==> src/rtl/memory_access.sv <==
`default_nettype none
// ============================================================================
// Module      : memory_access
// Description : Memory stage. Accepts one execute bundle per handshake.
//               Non-memory ops complete in one cycle. Loads and stores run a
//               request/response sequence on the data bus and stall upstream
//               until the response returns. The writeback bundle is
//               registered.
// Revision    : 1.0 - initial release
// ============================================================================

package memory_access_pkg;

  typedef struct packed {
    logic       RegWrite;
    logic       MemRead;
    logic       MemWrite;
    logic [1:0] mem_size;      // 0=B 1=H 2=W 3=D
    logic       mem_unsigned;
    logic       csr_write;
  } ctl_t;

  typedef struct packed {
    logic [63:0] pc;
    logic [31:0] raw_instr;
    logic [63:0] alu_out;
    ctl_t        ctl;
    logic [4:0]  dst;
    logic        valid;
    logic [63:0] MemWriteData;
    logic [63:0] rd1;
    logic [63:0] rd2;
    logic [63:0] imm_64;
    logic [11:0] csr;
    logic [63:0] csr_rdata;
  } execute_data_t;

  // Operand and CSR fields travel with the instruction for trace/commit use.
  typedef struct packed {
    logic [63:0] pc;
    logic [31:0] raw_instr;
    ctl_t        ctl;
    logic [4:0]  dst;
    logic        valid;
    logic [63:0] wb_data;
    logic [63:0] mem_addr;
    logic [63:0] rd1;
    logic [63:0] rd2;
    logic [63:0] imm_64;
    logic [11:0] csr;
    logic [63:0] csr_rdata;
  } memory_data_t;

endpackage

module memory_access
  import memory_access_pkg::*;
#(
  parameter int XLEN           = 64,
  parameter bit MISALIGN_CHECK = 1'b1
) (
  input  logic                clk,
  input  logic                reset,
  input  execute_data_t       dataE,
  input  logic                in_valid,
  output logic                in_ready,
  output logic                dreq_valid,
  output logic [XLEN-1:0]     dreq_addr,
  output logic [2:0]          dreq_size,
  output logic [7:0]          dreq_strobe,
  output logic [XLEN-1:0]     dreq_data,
  input  logic                dresp_addr_ok,
  input  logic                dresp_data_ok,
  input  logic [XLEN-1:0]     dresp_data,
  output memory_data_t        dataM,
  output logic                out_valid,
  output logic                misalign
);

  typedef enum logic [1:0] {
    S_IDLE = 2'd0,
    S_REQ  = 2'd1,
    S_WAIT = 2'd2,
    S_DONE = 2'd3
  } state_t;

  state_t          state_q;
  memory_data_t    pend_q;
  memory_data_t    dataM_q;
  logic            out_valid_q;
  logic            misalign_q;
  logic            dreq_valid_q;
  logic [XLEN-1:0] dreq_addr_q;
  logic [2:0]      dreq_size_q;
  logic [7:0]      dreq_strobe_q;
  logic [XLEN-1:0] dreq_data_q;

  // Decode of the incoming bundle
  logic [2:0]      off_e;
  logic            is_mem_e;
  logic            aligned_e;
  logic            misalign_e;
  logic [7:0]      strobe_e;
  logic [XLEN-1:0] wdata_e;
  logic [63:0]     alu_wb_e;
  memory_data_t    nonmem_d;

  // Completion of a pending access
  logic [2:0]      off_p;
  logic [XLEN-1:0] shifted_p;
  logic [XLEN-1:0] load_d;
  memory_data_t    finish_d;

  // DONE behaves like IDLE for acceptance so loads can issue back-to-back.
  assign in_ready = (state_q == S_IDLE) || (state_q == S_DONE);

  function automatic memory_data_t pack_m(input execute_data_t e, input logic [63:0] wb);
    memory_data_t m;
    m.pc        = e.pc;
    m.raw_instr = e.raw_instr;
    m.ctl       = e.ctl;
    m.dst       = e.dst;
    m.valid     = e.valid;
    m.wb_data   = wb;
    m.mem_addr  = e.alu_out;
    m.rd1       = e.rd1;
    m.rd2       = e.rd2;
    m.imm_64    = e.imm_64;
    m.csr       = e.csr;
    m.csr_rdata = e.csr_rdata;
    return m;
  endfunction

  // Alignment, byte enables and lane-shifted store data for the incoming op
  always_comb begin
    off_e     = dataE.alu_out[2:0];
    is_mem_e  = dataE.ctl.MemRead | dataE.ctl.MemWrite;
    aligned_e = 1'b1;
    strobe_e  = 8'hFF;
    case (dataE.ctl.mem_size)
      2'd0: begin aligned_e = 1'b1;             strobe_e = 8'h01 << off_e; end
      2'd1: begin aligned_e = ~off_e[0];        strobe_e = 8'h03 << off_e; end
      2'd2: begin aligned_e = (off_e[1:0] == 2'b00); strobe_e = 8'h0F << off_e; end
      default: begin aligned_e = (off_e == 3'b000); strobe_e = 8'hFF; end
    endcase
    // Reads take priority over writes and never enable bytes.
    if (dataE.ctl.MemRead) strobe_e = 8'h00;
    misalign_e = is_mem_e & ~aligned_e & MISALIGN_CHECK;
    wdata_e    = dataE.MemWriteData << {off_e, 3'b000};
    alu_wb_e   = dataE.ctl.csr_write ? dataE.csr_rdata : dataE.alu_out;
    nonmem_d   = pack_m(dataE, alu_wb_e);
  end

  // Load extraction from the response word and final writeback bundle
  always_comb begin
    off_p     = pend_q.mem_addr[2:0];
    shifted_p = dresp_data >> {off_p, 3'b000};
    case (pend_q.ctl.mem_size)
      2'd0: load_d = pend_q.ctl.mem_unsigned ? {{(XLEN-8){1'b0}}, shifted_p[7:0]}
                                             : {{(XLEN-8){shifted_p[7]}}, shifted_p[7:0]};
      2'd1: load_d = pend_q.ctl.mem_unsigned ? {{(XLEN-16){1'b0}}, shifted_p[15:0]}
                                             : {{(XLEN-16){shifted_p[15]}}, shifted_p[15:0]};
      2'd2: load_d = pend_q.ctl.mem_unsigned ? {{(XLEN-32){1'b0}}, shifted_p[31:0]}
                                             : {{(XLEN-32){shifted_p[31]}}, shifted_p[31:0]};
      default: load_d = shifted_p;
    endcase
    finish_d = pend_q;
    if (pend_q.ctl.MemRead) finish_d.wb_data = load_d;
  end

  // Control FSM with registered bus request and writeback outputs
  always_ff @(posedge clk or negedge reset) begin
    if (!reset) begin
      state_q       <= S_IDLE;
      pend_q        <= '0;
      dataM_q       <= '0;
      out_valid_q   <= 1'b0;
      misalign_q    <= 1'b0;
      dreq_valid_q  <= 1'b0;
      dreq_addr_q   <= '0;
      dreq_size_q   <= 3'd0;
      dreq_strobe_q <= 8'h00;
      dreq_data_q   <= '0;
    end else begin
      out_valid_q <= 1'b0;
      misalign_q  <= 1'b0;
      case (state_q)
        S_IDLE, S_DONE: begin
          state_q <= S_IDLE;
          if (in_valid && dataE.valid) begin
            if (!is_mem_e) begin
              dataM_q     <= nonmem_d;
              out_valid_q <= 1'b1;
            end else if (misalign_e) begin
              dataM_q     <= pack_m(dataE, dataE.alu_out);
              out_valid_q <= 1'b1;
              misalign_q  <= 1'b1;
            end else begin
              pend_q        <= pack_m(dataE, dataE.alu_out);
              dreq_valid_q  <= 1'b1;
              dreq_addr_q   <= dataE.alu_out;
              dreq_size_q   <= {1'b0, dataE.ctl.mem_size};
              dreq_strobe_q <= strobe_e;
              dreq_data_q   <= wdata_e;
              state_q       <= S_REQ;
            end
          end
        end
        S_REQ: begin
          if (dresp_addr_ok) begin
            dreq_valid_q <= 1'b0;
            if (dresp_data_ok) begin
              dataM_q     <= finish_d;
              out_valid_q <= 1'b1;
              state_q     <= S_DONE;
            end else begin
              state_q <= S_WAIT;
            end
          end
        end
        S_WAIT: begin
          if (dresp_data_ok) begin
            dataM_q     <= finish_d;
            out_valid_q <= 1'b1;
            state_q     <= S_DONE;
          end
        end
        default: state_q <= S_IDLE;
      endcase
    end
  end

  assign dataM       = dataM_q;
  assign out_valid   = out_valid_q;
  assign misalign    = misalign_q;
  assign dreq_valid  = dreq_valid_q;
  assign dreq_addr   = dreq_addr_q;
  assign dreq_size   = dreq_size_q;
  assign dreq_strobe = dreq_strobe_q;
  assign dreq_data   = dreq_data_q;

endmodule

`default_nettype wire

==> config.mk <==
export PLATFORM = sky130hd
export DESIGN_NAME = memory_access
export DESIGN_NICKNAME = d
export VERILOG_FILES = /design/src/rtl/memory_access.sv
export SDC_FILE = /design/constraint.sdc
export NUM_CORES = 2
export LEC_CHECK = 0
export CAP_MARGIN = 20
export CELL_PAD_IN_SITES_DETAIL_PLACEMENT = 1
export CELL_PAD_IN_SITES_GLOBAL_PLACEMENT = 2
export CORE_AREA = 5 5 471 473
export CTS_CLUSTER_DIAMETER = 30
export DETAILED_ROUTE_END_ITERATION = 7
export DIE_AREA = 0 0 476 478
export HOLD_SLACK_MARGIN = 0.12
export PLACE_DENSITY_LB_ADDON = 0.05
export SLEW_MARGIN = 20
export SYNTH_ARGS = -nofsm -noshare
export SYNTH_HDL_FRONTEND = slang
export SYNTH_SLANG_ARGS = --single-unit
==> constraint.sdc <==
create_clock -name clk -period 2 [get_ports clk]
set_input_delay 0.4 -clock clk [delete_from_list [all_inputs] [get_ports clk]]
set_output_delay 0.4 -clock clk [all_outputs]
set_load 0.02 [all_outputs]
==> results.md <==
* Met3 wire len at 18.5 mm
* DIE AREA at 228,000 um2
* Status: complete, but fails checks
* GPL Wtd Cong at 0.820
* Minimum clock period at 2.38 ns
* Cell row count at 171
* Initial Util at 22.6%
* Worst Setup Slack, final at -0.385 ns
* Hold path endpoint: finish_d[88]
* Critical Path AT at 3.13 ns
* Gr usage total at 23.8%
* Slew Limit Fails at 0
* Clock transition at path regs at 0.04 ns
* Hold Vio Cnt, Final at 0
* Vias/cell at 4.70
* H-tree levels at 5
* Global route total overflow at 0
* Finish-stage setup viols at 1,421
* Failing checks: negative setup slack
* WL final at 293 mm
* Metal-1 WL at 120 mm
* I/O pins at 1,222
* Slew @ Worst Pin at 0.779 ns
* Endpoint class of the critical path: flop
* Part of the cycle the worst path needs at 119%
* Reg2reg start: dreq_addr[1]
* WL/cell at 27.8 um
* Post-DP HPWL at 205 mm
* Crit Path Class: reg2reg
* Initial antenna violation count at 114
* First-pass GRT wire length at 397 mm
* Finished Core Util at 40.9%
* Mapped Area at 48,800 um2
* Final Hold Slack at 0.161 ns
* DRC violations left at 0
* Vias in the first global route at 52,800
* Root Buffer: clkbuf_16
* Iter 0 DRT Violations at 2,431
* Top FF cell, synth: dfrtp_1
* Drt first pass iters at 5
* Port buffer count at 1,220
* Die H at 478 um
* CP Launch Point: dreq_addr[1]
* Final #Nets at 7,931
* Synthesized instance count at 5,139
* CTS tree: yes
* Std-Cell Core Area at 217,000 um2
* CTS max path bufs at 4
* Fill cells at 23,600
* Share of post-route cells with drive strength above 1 at 26.2%
* FF-to-FF setup slack at -0.38 ns
* Worst slew margin at 48.1%
* Leak pwr at 42.0 nW
* Max Cap Viol at 0
* Syn Nets at 5,720
* Yosys reg bits at 1,023
* Die width at 476 um
* Fmax at 419 MHz
* Largest net degree at the start of global routing at 93
* CTS Buf Count at 376
* Total Negative Setup Slacks at -161.28 ns
* Worst Path Required at 2.74 ns
* Synth unique cells at 67
* Worst Skew at 0.0749 ns
* DR WL met2 at 141 mm
* RSZ-0062 raised after global routing: yes
* Critical path startpoint category: flop
* Reg-to-Reg End: dataM[367]
* Sequential share of the synthesized area at 52.4%
* Via Count at 49,600
* Peak supply drop at 917 uV
* Final ANT Viol Nets at 0
* HP Class: in2reg
* Highest metal layer with signal wires: met5
* Hold path startpoint: dataE[88]
* Max FO, Critical Path at 6
* Clk sink count at 1,023
* Area grow syn2layout at 81.5%
* Ys async rst share at 100%
* Yosys warning count at 0
* Worst Hold Depth at 3
* PD cells at 1960 nW/um2
* Worst reg2reg path depth at 9
* EDFF count, synth at 0
* Syn Area/Cell at 9.50 um2
* Clk Latency, worst-skew pair at 0.93 ns
[how the worst max path moves through the flow]
stage | to | depth (start not counted) | slack, ns
after CTS | in_ready | 3 | -0.34
after floorplan | dataM[170] | 6 | -0.04
final | dataM[367] | 9 | -0.38
after detailed placement | dataM[370] | 8 | -1.08
after global routing | dataM[408] | 11 | -0.42
after global placement | dataM[370] | 8 | -1.10
[cell families (layout without fill, tap and decap cells)]
group,Yosys count,in the layout,synth area share [%]
simple gates,1671,1671,13.4
compound gates,1298,1298,14.8
flops,1023,1023,52.4
mux,635,635,14.1
buf+inv,504,3000,5.08
fa+ha+maj,7,7,0.179
other cells,1,54,0.00768
[metal layers]
layer	vias to the layer above	track usage, %
li1	22300	-
met1	25100	28.6
met2	1524	40.4
met3	568	6.53
met4	40	9.33
met5	-	0
[cell usage in the layout, fill, tap and decap left out, types with 82 or more instances in the layout]
cell	synthesis	routed
o21ai_1	233	191
buf_12	0	133
clkbuf_16	0	433
clkdlybuf4s50_1	0	569
clkbuf_8	0	112
buf_4	96	466
mux2i_1	536	509
dlygate4sd2_1	0	443
buf_6	3	82
nand2_1	1516	1515
o21ai_0	781	637
buf_2	155	114
o21ai_2	1	182
dlygate4sd3_1	0	376
dfrtp_1	1023	985
[stage by stage]
stage	cell area [um2]	power (mW)	worst slack [ns]	cells
after floorplan	49100	70.7	-0.0400	5139
after global placement	67800	104	-1.10	9253
after CTS	84500	163	-0.340	10400
after global routing	88600	182	-0.416	10500
after detailed placement	67900	105	-1.08	9254
final	88600	173	-0.385	10500
[layout make-up]
class	count	area, um2	share of cell area [%]
multi-input cells	3612	22900	25.9
clock buffers	569	11300	12.8
diodes	53	133	0.150
inverters	11	43.8	0.0494
repair buffers	2326	24000	27.1
clock inverters	94	961	1.08
well taps	2854	3570	4.03
flip-flops and latches	1023	25700	29.0
[sequential cells by signal, indices dropped and copies added, names as in the netlist]
name and cells:
misalign 1, dreq_addr 64, dataM 505, out_valid 1, finish_d 377, dreq_strobe 8, state_q 2, dreq_data 64
dreq_valid 1
[Yosys cell counts, types with 4 or more instances]
| library cell | number | area share, % |
|---|---|---|
| buf_1 | 27 | 0.21 |
| o21ai_1 | 233 | 2.4 |
| o21ai_0 | 781 | 8.0 |
| a221oi_1 | 8 | 0.14 |
| nand3_1 | 10 | 0.10 |
| nand2_1 | 1516 | 12 |
| nor4b_1 | 7 | 0.13 |
| nand2b_1 | 4 | 0.051 |
| mux4_2 | 36 | 1.7 |
| a211oi_1 | 11 | 0.17 |
| nand3b_1 | 6 | 0.092 |
| mux2i_1 | 536 | 11 |
| nor2_1 | 65 | 0.50 |
| a211o_1 | 18 | 0.32 |
| o21a_1 | 9 | 0.14 |
| mux2_2 | 62 | 1.4 |
| clkbuf_2 | 11 | 0.11 |
| dfrtp_1 | 1023 | 52 |
| buf_4 | 96 | 1.5 |
| a31o_2 | 6 | 0.11 |
| a22oi_1 | 11 | 0.17 |
| clkbuf_1 | 201 | 1.5 |
| nor4_1 | 25 | 0.32 |
| a31oi_1 | 19 | 0.24 |
| a21oi_1 | 36 | 0.37 |
| inv_1 | 9 | 0.069 |
| o211ai_1 | 9 | 0.14 |
| o31ai_1 | 41 | 0.63 |
| o21bai_1 | 5 | 0.077 |
| o221ai_1 | 31 | 0.56 |
| ha_1 | 7 | 0.18 |
| buf_2 | 155 | 1.6 |
| nor2b_1 | 10 | 0.13 |
| a2111oi_0 | 18 | 0.32 |
| o22ai_1 | 20 | 0.26 |
| nor3_1 | 10 | 0.10 |
| a2bb2oi_1 | 7 | 0.13 |
| a22o_1 | 15 | 0.27 |
[timing repair]
| action | CTS | global route |
|---|---|---|
| resized for setup | 1441 | 550 |
| hold buffers | 376 | 0 |
| setup buffers | 60 | 59 |
| endpoints found under the setup margin | 1644 | 1499 |
| pin swaps | 50 | 242 |
| hold endpoints to repair | 1493 | 0 |
| gates cloned | 10 | 76 |
[critical path, stage by stage, from the launching register on]
cell      delay [ns]
dfrtp_4         0.50
buf_6           0.15
buf_6           0.13
mux2_4          0.35
nor3_4          0.27
nor3_4          0.09
buf_6           0.18
buf_6           0.12
nor4b_4         0.30
o221ai_1        0.16
[power breakdown]
part	internal [mW]	total, mW	switching (mW)
Sequential	30.3	36.7	6.33
Combinational	34.7	80.9	46.2
Clock	40.1	55.8	15.7
(Power assumes the default switching activity.)
